--- config.mk ---
export PLATFORM = sky130hd
export DESIGN_NAME = hazard_ctrl
export DESIGN_NICKNAME = d
export VERILOG_FILES = /design/src/rtl/hazard_pkg.sv /design/src/rtl/fwd_sel.sv /design/src/rtl/hazard_ctrl.sv
export SDC_FILE = /design/constraint.sdc
export NUM_CORES = 1
export LEC_CHECK = 0
export ABC_CLOCK_PERIOD_IN_PS = 1800
export CAP_MARGIN = 20
export CORE_ASPECT_RATIO = 0.9
export CORE_MARGIN = 8
export CORE_UTILIZATION = 31
export DETAILED_ROUTE_END_ITERATION = 10
export PLACE_DENSITY = 0.79
export SLEW_MARGIN = 20
export SYNTH_ARGS = -nofsm -noshare
export SYNTH_HDL_FRONTEND = slang
export SYNTH_SLANG_ARGS = --single-unit
--- constraint.sdc ---
create_clock -name clk -period 1.8 [get_ports clk]
set_input_delay 0.36 -clock clk [delete_from_list [all_inputs] [get_ports clk]]
set_output_delay 0.36 -clock clk [all_outputs]
set_load 0.02 [all_outputs]
--- src/rtl/hazard_pkg.sv ---
// ============================================================================
// hazard_pkg : shared types and defaults for the pipeline hazard controller
// Revision   : 1.0
// ============================================================================
`default_nettype none

package hazard_pkg;

  typedef enum logic [1:0] {
    FWD_RF = 2'b00,
    FWD_W  = 2'b01,
    FWD_M  = 2'b10
  } fwd_sel_t;

  typedef enum logic [1:0] {
    IDLE = 2'b00,
    WAIT = 2'b01,
    ERR  = 2'b10
  } mem_state_t;

  localparam int TIMEOUT_CYCLES_DEF = 255;
  localparam int WAIT_CNT_W         = 8;

endpackage

`default_nettype wire

--- src/rtl/fwd_sel.sv ---
// ============================================================================
// fwd_sel : ALU operand bypass select for one Execute-stage source register
// Revision: 1.0
// ============================================================================
`default_nettype none

module fwd_sel
  import hazard_pkg::*;
(
  input  logic [4:0] rs_i,
  input  logic [4:0] rd_m_i,
  input  logic [4:0] rd_w_i,
  input  logic       reg_write_m_i,
  input  logic       reg_write_w_i,
  output fwd_sel_t   sel_o
);

  // Memory-stage result is newer than Writeback, so it takes priority.
  always_comb begin
    sel_o = FWD_RF;
    if (reg_write_m_i && (rd_m_i != 5'd0) && (rd_m_i == rs_i)) begin
      sel_o = FWD_M;
    end else if (reg_write_w_i && (rd_w_i != 5'd0) && (rd_w_i == rs_i)) begin
      sel_o = FWD_W;
    end
  end

endmodule

`default_nettype wire

--- src/rtl/hazard_ctrl.sv ---
// ============================================================================
// hazard_ctrl : forwarding, load-use/branch hazards and data-memory wait FSM.
//               Optional performance counters enabled by HAZARD_PERF_EN.
// Revision    : 1.0
// ============================================================================
`default_nettype none

module hazard_ctrl
  import hazard_pkg::*;
#(
  parameter int TIMEOUT_CYCLES = TIMEOUT_CYCLES_DEF
) (
  input  logic        clk,
  input  logic        reset,
  input  logic [4:0]  rs1_D,
  input  logic [4:0]  rs2_D,
  input  logic [4:0]  rs1_E,
  input  logic [4:0]  rs2_E,
  input  logic [4:0]  rd_E,
  input  logic [4:0]  rd_M,
  input  logic [4:0]  rd_W,
  input  logic        regWrite_M,
  input  logic        regWrite_W,
  input  logic        load_E,
  input  logic        pcSrc_E,
  input  logic        memReq_M,
  input  logic        memAck,
  output logic [1:0]  forwardA_E,
  output logic [1:0]  forwardB_E,
  output logic        stall_F,
  output logic        stall_D,
  output logic        flush_D,
  output logic        flush_E,
  output logic        stall_E,
  output logic        stall_M,
  output logic        memErr,
  output logic [31:0] stallCount,
  output logic [31:0] flushCount
);

  localparam logic [WAIT_CNT_W-1:0] TIMEOUT_L = WAIT_CNT_W'(TIMEOUT_CYCLES);

  fwd_sel_t                w_fwd_a;
  fwd_sel_t                w_fwd_b;
  logic                    w_lw_stall;
  logic                    w_mem_stall;
  mem_state_t              state_q;
  logic [WAIT_CNT_W-1:0]   wait_cnt_q;
  logic                    mem_err_q;

  fwd_sel u_fwd_a (
    .rs_i          (rs1_E),
    .rd_m_i        (rd_M),
    .rd_w_i        (rd_W),
    .reg_write_m_i (regWrite_M),
    .reg_write_w_i (regWrite_W),
    .sel_o         (w_fwd_a)
  );

  fwd_sel u_fwd_b (
    .rs_i          (rs2_E),
    .rd_m_i        (rd_M),
    .rd_w_i        (rd_W),
    .reg_write_m_i (regWrite_M),
    .reg_write_w_i (regWrite_W),
    .sel_o         (w_fwd_b)
  );

  assign forwardA_E = w_fwd_a;
  assign forwardB_E = w_fwd_b;

  assign w_lw_stall = load_E && (rd_E != 5'd0) && ((rd_E == rs1_D) || (rd_E == rs2_D));

  // Same-cycle memAck in IDLE costs nothing; ERR freezes the pipe until reset.
  assign w_mem_stall = ((state_q == IDLE) && memReq_M && !memAck) ||
                       ((state_q == WAIT) && !memAck) ||
                       (state_q == ERR);

  always_ff @(posedge clk or negedge reset) begin
    if (!reset) begin
      state_q    <= IDLE;
      wait_cnt_q <= '0;
      mem_err_q  <= 1'b0;
    end else begin
      unique case (state_q)
        IDLE: begin
          if (memReq_M && !memAck) begin
            state_q    <= WAIT;
            wait_cnt_q <= '0;
          end
        end
        WAIT: begin
          if (memAck) begin
            state_q <= IDLE;
          end else begin
            wait_cnt_q <= wait_cnt_q + 1'b1;
            if (wait_cnt_q == TIMEOUT_L) begin
              state_q   <= ERR;
              mem_err_q <= 1'b1;
            end
          end
        end
        ERR: begin
          mem_err_q <= 1'b1;
        end
        default: begin
          state_q   <= IDLE;
          mem_err_q <= 1'b0;
        end
      endcase
    end
  end

  assign memErr = mem_err_q;

  // A pending branch flush is held off while memory stalls the whole pipe.
  always_comb begin
    stall_F = 1'b0;
    stall_D = 1'b0;
    stall_E = 1'b0;
    stall_M = 1'b0;
    flush_D = 1'b0;
    flush_E = 1'b0;
    if (w_mem_stall) begin
      stall_F = 1'b1;
      stall_D = 1'b1;
      stall_E = 1'b1;
      stall_M = 1'b1;
    end else begin
      flush_D = pcSrc_E;
      flush_E = pcSrc_E || w_lw_stall;
      stall_F = w_lw_stall && !pcSrc_E;
      stall_D = w_lw_stall && !pcSrc_E;
    end
  end

`ifdef HAZARD_PERF_EN
  logic [31:0] stall_cnt_q;
  logic [31:0] flush_cnt_q;

  always_ff @(posedge clk or negedge reset) begin
    if (!reset) begin
      stall_cnt_q <= '0;
      flush_cnt_q <= '0;
    end else begin
      if (stall_F && (stall_cnt_q != 32'hFFFF_FFFF)) begin
        stall_cnt_q <= stall_cnt_q + 32'd1;
      end
      if ((flush_D || flush_E) && (flush_cnt_q != 32'hFFFF_FFFF)) begin
        flush_cnt_q <= flush_cnt_q + 32'd1;
      end
    end
  end

  assign stallCount = stall_cnt_q;
  assign flushCount = flush_cnt_q;
`else
  assign stallCount = '0;
  assign flushCount = '0;
`endif

endmodule

`default_nettype wire

; ---- Yosys cells after proc, flatten, opt, wreduce, memory -nomap -nowiden
; Index checks and enable logic that the tools add are counted.
[op_classes]
reduce_logical = 27
n_mux = 18
n_eq_ne = 13
addsub = 1
bitwise = 2
[ops]
columns = op, n
row1 = $eq A5 B5 Y1, 6
row2 = $mux W8, 2
row3 = $pmux W8 S2, 1
row4 = $reduce_bool A5 Y1, 3
row5 = $logic_and A1 B1 Y1, 13
row6 = $mux W2, 5
row7 = $reduce_and A3 Y1, 3
row8 = $add A8 B1 Y8 const B, 1
row9 = $eq A8 B8 Y1 const B, 1
row10 = $mux W1, 8
row11 = $pmux W2 S3, 1
row12 = $logic_or A1 B1 Y1, 4
row13 = $ne A2 B1 Y1 const B, 2
row14 = $ne A3 B2 Y1 const B, 1
row15 = $pmux W1 S3, 1
row16 = $eq A2 B1 Y1 const B, 1
row17 = $eq A2 B2 Y1 const B, 1
row18 = $logic_not A1 Y1, 2
row19 = $logic_not A2 Y1, 1
row20 = $ne A2 B2 Y1 const B, 1
row21 = $not A1 Y1, 2
row22 = $reduce_bool A2 Y1, 1
[word_totals]
input_bits = 43
register_bits = 11
wordCells = 64

; ---- Depth between registers and ports, before layout
; Gate-level depths: netlist of the first run.
[depth]
depth_word = 6
ltp_mapped = 7

; ---- Cells and area by module
; From an unflattened synthesis of the first run, not the netlist that was laid out.
[hier_totals]
hier_cells = 198
hier_area_um2 = 1606.5
[modules_own_cells]
columns = mod, seq_area_each_um2, cells_per_inst, instances, area_each_um2
row1 = hazard_ctrl, 275.3, 158, 1, 1303.8
row2 = fwd_sel, 0.0, 20, 2, 151.4

; ---- Worst setup path before layout of the first run
; No wires, ideal clock.
[synth_timing]
kind = input-to-output
from = input rd_M[1]
to = output forwardA_E[0]
required_time_ns = 1.440
slack_ns = -0.333
path_stages = 4
path_buffers = 0
arrival_ns = 1.773
cell_sequence = or4_1 > o21ai_0 > nor4_1 > nor4_2
[synth_via]
elab_chain_cells = 4
elab_cells_between_ends = 5
classes_between = 1 x eq/ne / 1 x mux / 3 x reduce/logical
[synth_rtl]
columns = element, line_no
row1 = start: declaration, hazard_ctrl.sv:20  ; input logic [4:0] rd_M,
row2 = $reduce_bool A5 Y1, fwd_sel.sv:21  ; if (reg_write_m_i && (rd_m_i != 5'd0) && (rd_m_i == rs_i)) begin
row3 = $logic_and A1 B1 Y1, fwd_sel.sv:21
row4 = $logic_and A1 B1 Y1 (*), fwd_sel.sv:21
row5 = $mux W2 (*), fwd_sel.sv:21
row6 = end: declaration, hazard_ctrl.sv:28  ; output logic [1:0] forwardA_E,
; Mark *: on every way between the ends. The rest lies on a longest branch, timed or not.

; ---- Worst setup path in the final report of the first run
[layout_timing]
from = input rd_W[3]
to = output forwardA_E[0]
[layout_via]
elab_chain_cells = 5
elab_cells_between_ends = 6
classes_between = 1 x eq/ne / 2 x mux / 3 x reduce/logical
[layout_rtl]
columns = element, line_no
row1 = start: declaration, hazard_ctrl.sv:21  ; input logic [4:0] rd_W,
row2 = $reduce_bool A5 Y1, fwd_sel.sv:23  ; end else if (reg_write_w_i && (rd_w_i != 5'd0) && (rd_w_i == rs_i)) begin
row3 = $logic_and A1 B1 Y1, fwd_sel.sv:23
row4 = $logic_and A1 B1 Y1 (*), fwd_sel.sv:23
row5 = $mux W1 (*), fwd_sel.sv:23
row6 = $mux W2 (*), fwd_sel.sv:21
; Marks and branches as above.

==> results of run 1 <==
[report_power, final]
part           switching [mW]  leakage (nW)  total (mW)  internal [mW]
logic                   0.575          1.11        1.13          0.554
registers              0.0416         0.148       0.337          0.295
clock network          0.0887        0.0228       0.244          0.155
total                   0.706          1.28        1.71           1.00
[synthesized netlist by cell type, types with 3 or more instances]
| master | number |
|---|---|
| buf_4 | 66 |
| xor2_1 | 24 |
| dfrtp_1 | 11 |
| xnor2_1 | 9 |
| nor2_1 | 7 |
| a21oi_1 | 6 |
| inv_1 | 6 |
| or4_1 | 6 |
| nand2_1 | 5 |
| ha_1 | 4 |
| mux2_2 | 4 |
| nand3_1 | 4 |
| nor2b_1 | 3 |
| nor3_1 | 3 |
| nor4_1 | 3 |
| o21ai_0 | 3 |
| o31ai_1 | 3 |
[area by class of cell]
| cell class | instances | area share [%] |
|---|---|---|
| multi-input cells | 166 | 50.6 |
| repair buffers | 94 | 33.0 |
| flip-flops and latches | 11 | 10.6 |
| well taps | 65 | 3.13 |
| clock buffers | 4 | 1.73 |
| inverters | 6 | 0.962 |
[worst paths after layout]
kind | start | to | slack, ns | cells past startpoint
hold / removal | reset | wait_cnt_q[7] | 0.46 | 1
hold reg to reg | wait_cnt_q[1] | wait_cnt_q[1] | 0.54 | 1
max in group asynchronous | reset | wait_cnt_q[1] | 1.01 | 1
setup reg to reg | state_q[0] | wait_cnt_q[7] | -0.10 | 7
min in group clk | wait_cnt_q[1] | wait_cnt_q[1] | 0.54 | 1
setup / recovery | rd_W[3] | forwardA_E[0] | -0.28 | 6
[flip-flops by register name, summed over array words and instances, names as in the netlist]
| register | cells |
|---|---|
| memErr | 1 |
| state_q | 2 |
| wait_cnt_q | 8 |
[metal layers]
metal / wire length [µm] / part of all wire [%]
met5: 0 / 0
met3: 172 / 3.5
met4: 89 / 1.8
met1: 1820 / 38
met2: 2770 / 57
[placed cells by master (no fill, tap or decap), types with 3 or more instances in the layout]
master            n
nor2_1            7
xor2_1           23
buf_6            28
nand2_1           4
conb_1           64
nor3_2            3
inv_2             3
nor4_4            5
clkbuf_8          3
mux2_2            3
buf_2             3
xnor2_2           6
nor2b_1           3
buf_4            31
or4_4             5
dlymetal6s2s_1    5
clkbuf_2          7
dfrtp_1          11
dlygate4sd2_1    10
clkdlybuf4s50_1   6
a21oi_1           4
[critical path: stages]
cell and delay (ns):
buf_8 0.10, buf_6 0.10, xor2_1 0.15, or4_4 0.55, nor4_4 0.28, buf_4 0.18
[cell families (layout without fill, tap and decap cells)]
logic type	Yosys count	count (layout)
xor+xnor	33	33
fa+ha+maj	4	4
buf+inv	74	104
compound gates	18	18
flops	11	11
mux	5	5
other cells	1	64
simple gates	42	42
[what timing repair did]
action                                  4_1_cts  5_1_grt
endpoints found under the setup margin       14       13
setup buffers                                 9        1
pin swaps                                    28       19
cloned                                        0        0
gates resized for setup                     152       72
hold endpoints to repair                      0        0
==> impl_results.md, run 1 <==
* Outcome: finished, violations left
* Violated checks: setup timing
* Initial antenna violation count at 0
* Largest net degree at the start of global routing at 12
* Final setup margin at -0.276 ns
* Via Count at 1421
* Fraction of registers with async set/reset at 100%
* Fin. Hold Viols at 0
* Nets at 329
* Port bufs at 53
* Fmax at 482 MHz
* Crit Path Class: in -> out
* Area Growth Syn to Fin at 64.2%
* Cell area after synthesis at 1580 µm²
* Simple-gate area share of the yosys netlist at 16.0%
* Placed insts at 332
* Setup violations, final at 9
* Clock skew at 0.00271 ns
* Register bit total from synthesis at 11
* Compound-cell area share of the yosys netlist at 7.82%
* Synth Area in Adders at 3.16%
* Setup TNS at -0.920 ns
* Final non-filler cell total at 346
* WL/cell at 14.0 µm
* Fin Hold WS at 0.456 ns
* Total Wirelength at 4.85 mm
* Register area share after synthesis at 17.4%
* CP Max Fanout at 3
* Final min period at 2.08 ns
* Startpoint Class: input pin
* Total CTS buffers at 3
* Final HPWL from detailed placement at 3.79 mm
* CORE AREA at 4890 µm²
* Clk slew on worst S/H paths at 0.05 ns
* Starting Density at 32.4%
* Syn_area_per_cell at 8.43 µm²
* First-pass GRT wire length at 7.24 mm
* H-tree depth at 1
* GR Layer Usage met1 at 11.9%
* Gr usage total at 11.2%
* HP Class: in -> async
* Synth Flop Type: dfrtp_1
* Die Y at 83.8 µm
* Max VDD drop at 0.000339 V
* M2 GR Usage at 21.1%
* DP Worst Slack at -1.15 ns
* Root Buffer: clkbuf_8
* Initial DRC Count at 54
* Post-DRT Antenna Nets at 0
* DR pass1 iterations at 4
* Post-synthesis cell type count at 35
* Final period util at 115%
* Register area at 275 µm²
* Synth top area cells: buf_4, dfrtp_1, xor2_1
* CTS max path bufs at 2
* CP arrival at 1.72 ns
* Total gr overflow at 0
* RSZ-0062 raised after global routing: yes
* Crit end category: output port
* ANT cells at 0
* Gpl congestion at 0.788
* Placed cell areas at 2220 µm²
* TritonCTS clock tree: built
* Vias/cell at 4.11
* Yosys top cell by area: buf_4
* Row Count at 24
* Design area at 2600 µm²
* Share of cells above drive strength 1 at 43.8%
* Multi-input logic area at 1320 µm²
* Mapped Cells at 188
* Multiplexer area fraction after synthesis at 3.48%
* # clock sinks at 11
* # hold bufs at CTS at 0
* Number of enable-type register cells in the synthesized netlist at 0
* GR Util met3 at 1.35%
* P_leak at 1.28 nW
* Layout fillers at 423
* Xor and xnor area share after synthesis at 18.2%
* Final slew viol count at 0
* Grt peak-use layer: met2
* Power Total at 1.71 mW
* Die Footprint at 7660 µm²
* Pwr Density at 657 nW/µm²
* # IOs at 118
* Die W at 91.4 µm
* Clk_lat worst skew at 0.24 ns
* Largest family of logic cells by synthesized area: buffers and inverters
* Max-cap check violation count at 0
* WP data required at 1.44 ns
* Yosys top cell area share at 31.3%
* Synth warn at 0
* Vias in the first global route at 1587
* DRC violations left at 0
* Post-route core utilization at 53.1%
Power figures use the tool's default switching activity.
==> run 2, diff against run 1 <==
- CORE_ASPECT_RATIO: 0.9 -> default
- REMOVE_ABC_BUFFERS: default -> 1
==> impl_results.md, run 2 (synthesis results as in run 1) <==
* Clk_lat worst skew at 0.24 ns (about the same)
* Max-cap check violation count at 0 (unchanged)
* CP peak stage delay at 0.55 ns (about the same)
* Crit-path leading delay family: simple AND/OR/NAND/NOR gates
* Crit end category: output port
* Commonest non-fill, non-tap cell in the layout: conb_1
* Post-DRT Antenna Nets at 0 (unchanged)
* Total Wirelength at 4.92 mm (+1.4%)
* Setup violations, final at 12 (+3)
* Die W at 87.5 µm (-4.2%)
* Layout fillers at 484 (+14%)
* Area Growth Syn to Fin at 55.2%
* # hold bufs at CTS at 0 (unchanged)
* Worst slew margin at 66.3%
* Max reg flops at 8 (unchanged)
* Port bufs at 53 (unchanged)
* # IOs at 118 (unchanged)
* Gpl congestion at 0.822 (+4.4%)
* Final setup margin at -0.273 ns (+0.00280 ns)
* Violated checks: setup timing
* Share of cells above drive strength 1 at 40.7% (-3.0 points)
* # clock sinks at 11 (unchanged)
* WP data required at 1.44 ns (about the same)
* Gr usage total at 11.5% (+0.31 points)
* Slowest library cell on the worst path: or4_1
* Initial antenna violation count at 0 (unchanged)
* DR pass1 iterations at 4 (unchanged)
* Row Count at 26 (+8.3%)
* CORE AREA at 5010 µm² (+2.4%)
* Vias/cell at 4.11 (about the same)
* Multi-input logic area at 1270 µm² (-3.3%)
* Clk slew on worst S/H paths at 0.05 ns (about the same)
* Initial DRC Count at 19 (-65%)
* WL/cell at 14.3 µm (+1.7%)
* Final min period at 2.07 ns (-0.00280 ns)
* First-pass GRT wire length at 6.90 mm (-4.7%)
* H-tree depth at 1 (unchanged)
* Vias in the first global route at 1486 (-6.4%)
* Total CTS buffers at 3 (unchanged)
* Outcome: finished, violations left
* Largest net degree at the start of global routing at 12 (unchanged)
* CP arrival at 1.71 ns (about the same)
* CP Max Fanout at 2 (-1)
* Crit-path cells: dlygate4sd2_1 > or4_1 > o21ai_2 > or4_4 > nor4_4 > buf_4
* CTS max path bufs at 2 (unchanged)
* Crit Path Class: in -> out
* Die Y at 87.5 µm (+4.4%)
* TritonCTS clock tree: built
* RSZ-0062 raised after global routing: yes
* Root Buffer: clkbuf_8
* Max VDD drop at 0.000507 V (+50%)
* Power Total at 1.68 mW (-1.5%)
* Final period util at 115% (-0.16 points)
* CP Buf/Inv Count at 2 (-1)
* Final HPWL from detailed placement at 3.83 mm (+0.98%)
* Via Count at 1418 (-0.21%)
* Total gr overflow at 0 (unchanged)
* Setup TNS at -1.52 ns (-0.602 ns)
* Largest Register: wait_cnt_q
* Slew @ Worst Pin at 0.505 ns
* Fmax at 482 MHz (+0.13%)
* Most frequent cells in the layout: conb_1, buf_4, xor2_1
* Register area at 277 µm² (+0.45%)
* Nets at 323 (-1.8%)
* Die Footprint at 7650 µm² (about the same)
* Startpoint Class: input pin
* Fin. Hold Viols at 0 (unchanged)
* Clock skew at 0.00351 ns (+0.000800 ns)
* Starting Density at 31.6% (-0.74 points)
* ANT cells at 0 (unchanged)
* HP Class: in -> async
* Pwr Density at 685 nW/µm² (+4.2%)
* Final slew viol count at 0 (unchanged)
* P_leak at 1.19 nW (-7.1%)
* DRC violations left at 0 (unchanged)
-- run 2: layer usage --
metal | wire [µm] | global-route usage [%] | vias to the layer above | part of all wire, %
met5 | 0 | 0 | - | 0
met4 | 134 | 5.63 | 0 | 2.7
met3 | 404 | 2.55 | 11 | 8.2
met2 | 2750 | 22.3 | 63 | 56
met1 | 1630 | 11.0 | 668 | 33
li1 | - | - | 676 | -
-- run 2: cell type report --
| type | instances | share of cell area (%) |
|---|---|---|
| Inverter | 6 | 1.02 |
| Sequential cell | 11 | 11.2 |
| Timing Repair Buffer | 88 | 30.6 |
| Tap cell | 70 | 3.56 |
| Multi-Input combinational cell | 166 | 51.7 |
| Clock buffer | 4 | 1.83 |
-- run 2: worst paths after layout --
kind / to / depth (start not counted) / slack (ns) / from
max in group asynchronous: state_q[0] / 1 / 0.97 / reset
min: wait_cnt_q[5] / 1 / 0.46 / reset
min reg2reg: memErr / 1 / 0.52 / memErr
min in group clk: memErr / 1 / 0.52 / memErr
max reg2reg: wait_cnt_q[7] / 7 / -0.13 / state_q[1]
max: forwardA_E[0] / 6 / -0.27 / rd_W[2]
-- run 2: per-stage QoR --
step	util, %	hold slack (ns)	worst slack [ns]	area (µm²)	cells
finish	49.1	0.456	-0.273	2460	345
global route	49.1	0.501	-0.323	2460	345
CTS	46.2	0.463	-0.271	2310	338
detailed placement	42.4	0.512	-1.15	2120	332
global placement	42.4	0.512	-1.16	2120	332
floorplan	-	0.0644	-0.354	1310	183
-- run 2: power by group --
group / internal [mW] / switching (mW) / total, mW
Sequential: 0.297 / 0.0457 / 0.343
Clock: 0.156 / 0.0938 / 0.249
Combinational: 0.526 / 0.566 / 1.09
-- run 2: repair_timing --
action                     4_1_cts  5_1_grt
buffers inserted                 2        8
pin swaps                       26       14
resized for setup              188       29
setup endpoints to repair       13       17
==> run 3, diff against run 2 <==
- ABC_AREA: default -> 1
- ABC_CLOCK_PERIOD_IN_PS: 1800 -> 2650
- CORE_UTILIZATION: 31 -> 39
- PLACE_DENSITY: 0.79 -> 0.89
- clock period: 1.8 -> 2.65 ns (I/O delays scaled with it)
==> impl_results.md, run 3 <==
* # clock sinks at 11 (unchanged)
* Root Buffer: clkbuf_8
* Clk_lat worst skew at 0.25 ns (about the same)
* WL/cell at 11.7 µm (-18%)
* Crit-path cells: clkdlybuf4s50_1 > buf_4 > xnor2_1 > nand3_1 > nor3_1 > nor2_1 > dlygate4sd2_1
* DRC violations left at 0 (unchanged)
* Post-DRT Antenna Nets at 0 (unchanged)
* Via Count at 1541 (+8.7%)
* P_leak at 1.16 nW (-2.7%)
* Final min period at 2.58 ns
* Origin of the worst min-delay path: memErr
* Synth Flop Type: dfrtp_1
* Outcome: completed
* Die Y at 82.7 µm (-5.5%)
* Worst r2r src: state_q[1]
* Die Footprint at 6840 µm² (-11%)
* Largest Register: wait_cnt_q
* Post-synthesis cell type count at 26 (-26%)
* H-tree depth at 1 (unchanged)
* Area Growth Syn to Fin at 23.8%
* # hold bufs at CTS at 0 (unchanged)
* Final slew viol count at 0 (unchanged)
* CORE AREA at 4320 µm² (-14%)
* Die W at 82.7 µm (-5.5%)
* Nets at 365 (+13%)
* Synth warn at 0 (unchanged)
* Crit-path leading delay family: buffers and inverters
* Final HPWL from detailed placement at 3.87 mm (+1.2%)
* Compound-cell area share of the yosys netlist at 5.26% (-2.6 points)
* Slew @ Worst Pin at 0.508 ns (+0.00353 ns)
* Port bufs at 53 (unchanged)
* Most frequent cells in the layout: conb_1, nand2_1, clkdlybuf4s50_1
* Yosys top cell by area: buf_4
* Layout fillers at 432 (-11%)
* Hold path cells at 2
* First-pass GRT wire length at 6.63 mm (-3.9%)
* Max-cap check violation count at 0 (unchanged)
* Share of cells above drive strength 1 at 8.52% (-32 points)
* Crit end category: output port
* Syn_area_per_cell at 6.75 µm² (-20%)
* Initial antenna violation count at 0 (unchanged)
* CP Max Fanout at 2 (unchanged)
* Simple-gate area share of the yosys netlist at 27.4% (+11 points)
* Number of enable-type register cells in the synthesized netlist at 0 (unchanged)
* Setup violations, final at 0 (-12)
* Clock skew at 0.00219 ns (-0.00132 ns)
* Crit Path Class: in -> out
* Design area at 2150 µm² (-13%)
* Hold Path Sink: memErr
* # IOs at 118 (unchanged)
* Top-count cell post-synth: buf_4
* Cell area after synthesis at 1740 µm² (+9.6%)
* Register area share after synthesis at 15.9% (-1.5 points)
* Final non-filler cell total at 369 (+7.0%)
* Max reg flops at 8 (unchanged)
* Capturing point of the worst reg2reg path: wait_cnt_q[3]
* Placed insts at 365 (+9.9%)
* Row Count at 24 (-7.7%)
* Total gr overflow at 0 (unchanged)
* RSZ-0062 raised after global routing: yes
* TritonCTS clock tree: built
* CTS max path bufs at 2 (unchanged)
* Vias in the first global route at 1604 (+7.9%)
* Fin Hold WS at 0.479 ns (+0.0236 ns)
* Startpoint Class: input pin
* Clk slew on worst S/H paths at 0.05 ns (about the same)
* Vias/cell at 4.18 (+1.6%)
* Mapped Cells at 257 (+37%)
* Initial DRC Count at 56 (+37)
* HP Class: reg -> reg
* Slowest library cell on the worst path: clkdlybuf4s50_1
* Commonest non-fill, non-tap cell in the layout: conb_1
* Final period util at 97.2%
* Placed cell areas at 2110 µm² (-0.47%)
* Total CTS buffers at 3 (unchanged)
* WP data required at 2.12 ns (+0.68 ns)
* Final setup margin at 0.0732 ns (+0.346 ns)
* Synth top area cells: buf_4, dfrtp_1, nand2_1
* Fin. Hold Viols at 0 (unchanged)
* Synth Area in Adders at 2.88% (-0.28 points)
* ANT cells at 0 (unchanged)
* Fraction of registers with async set/reset at 100% (unchanged)
* DR pass1 iterations at 4 (unchanged)
* Multiplexer area fraction after synthesis at 0% (-3.5 points)
* DP Worst Slack at -0.174 ns (+0.977 ns)
* Worst slew margin at 66.0% (-0.24 points)
* Yosys top cell area share at 28.6% (-2.7 points)
* Setup TNS at 0 ns (+1.52 ns)
* Largest family of logic cells by synthesized area: buffers and inverters
* CP peak stage delay at 0.44 ns (-0.11 ns)
* Register bit total from synthesis at 11 (unchanged)
* Commonest cells post-synth: buf_4, nand2_1, inv_1
* CP arrival at 2.05 ns (+0.34 ns)
* Gpl congestion at 0.892 (+8.5%)
* Fmax at 388 MHz
* Reg2Reg Setup Slack at 1.13 ns (+1.26 ns)
* Worst R2R Path Depth at 8 (+1)
* Pwr Density at 547 nW/µm² (-20%)
* Xor and xnor area share after synthesis at 12.1% (-6.1 points)
* Gr usage total at 12.1% (+0.65 points)
* Starting Density at 40.1% (+8.5 points)
* Max VDD drop at 0.000566 V (+12%)
* CP Buf/Inv Count at 3 (+1)
* Total Wirelength at 4.30 mm (-13%)
* Largest net degree at the start of global routing at 12 (unchanged)
==> run 3: how the worst max path moves through the flow <==
| stage | startpoint | end | slack (ns) | cells after the start |
|---|---|---|---|---|
| finish | rd_M[2] | forwardB_E[0] | 0.07 | 7 |
| global route | rd_E[2] | stall_F | -0.007 | 10 |
| CTS | rd_M[2] | forwardB_E[0] | 0.11 | 7 |
| detailed placement | rd_M[2] | forwardB_E[1] | -0.17 | 6 |
| global placement | rd_E[2] | stall_F | -0.11 | 10 |
| floorplan | rd_M[1] | forwardA_E[0] | 0.59 | 4 |
==> run 3: stage by stage <==
step | util [%] | total power, mW
final | 49.7 | 1.18
after global routing | 49.7 | 1.28
after CTS | 49.7 | 1.18
after detailed placement | 48.9 | 1.04
after global placement | 48.9 | 1.02
after floorplan | - | 0.730
==> run 3: cells by family (layout without fill, tap and decap cells) <==
family | Yosys count | count (layout)
flops | 11 | 11
other cells | 1 | 64
compound gates | 15 | 15
fa+ha+maj | 4 | 4
buf+inv | 99 | 96
simple gates | 103 | 103
xor+xnor | 24 | 24
==> run 3: routing by layer <==
metal  vias to the layer above  track usage, %  routed length [µm]
met5                         -               0                   0
met3                        10            2.71                 347
li1                        788               -                   -
met1                       668            12.4                1600
met2                        75            22.5                2230
met4                         0            6.38                 129
==> run 3: worst min-delay path: stages (launching register included) <==
cell and delay [ns]:
dfrtp_1 0.34, nand2_1 0.05, nand2_1 0.05
==> run 3: final cells by class <==
cell class / instances / area (µm²) / area share (%)
clock buffers: 3 / 41.3 / 1.92
inverters: 32 / 123 / 5.71
clock inverters: 1 / 5.00 / 0.233
well taps: 52 / 65.1 / 3.03
flip-flops and latches: 11 / 275 / 12.8
repair buffers: 60 / 572 / 26.6
multi-input cells: 210 / 1070 / 49.7
==> run 3: power by group <==
part	internal, mW	switching [mW]	total, mW	leakage, nW
registers	0.202	0.0285	0.230	0.150
logic	0.280	0.488	0.768	0.979
clock network	0.104	0.0739	0.178	0.0255
total	0.586	0.590	1.18	1.16
==> run 3: timing repair <==
item / in CTS / in global routing
setup endpoints to repair: 10 / 5
setup buffers: 0 / 0
gates resized for setup: 10 / 2
endpoints found under the hold margin: 0 / 0
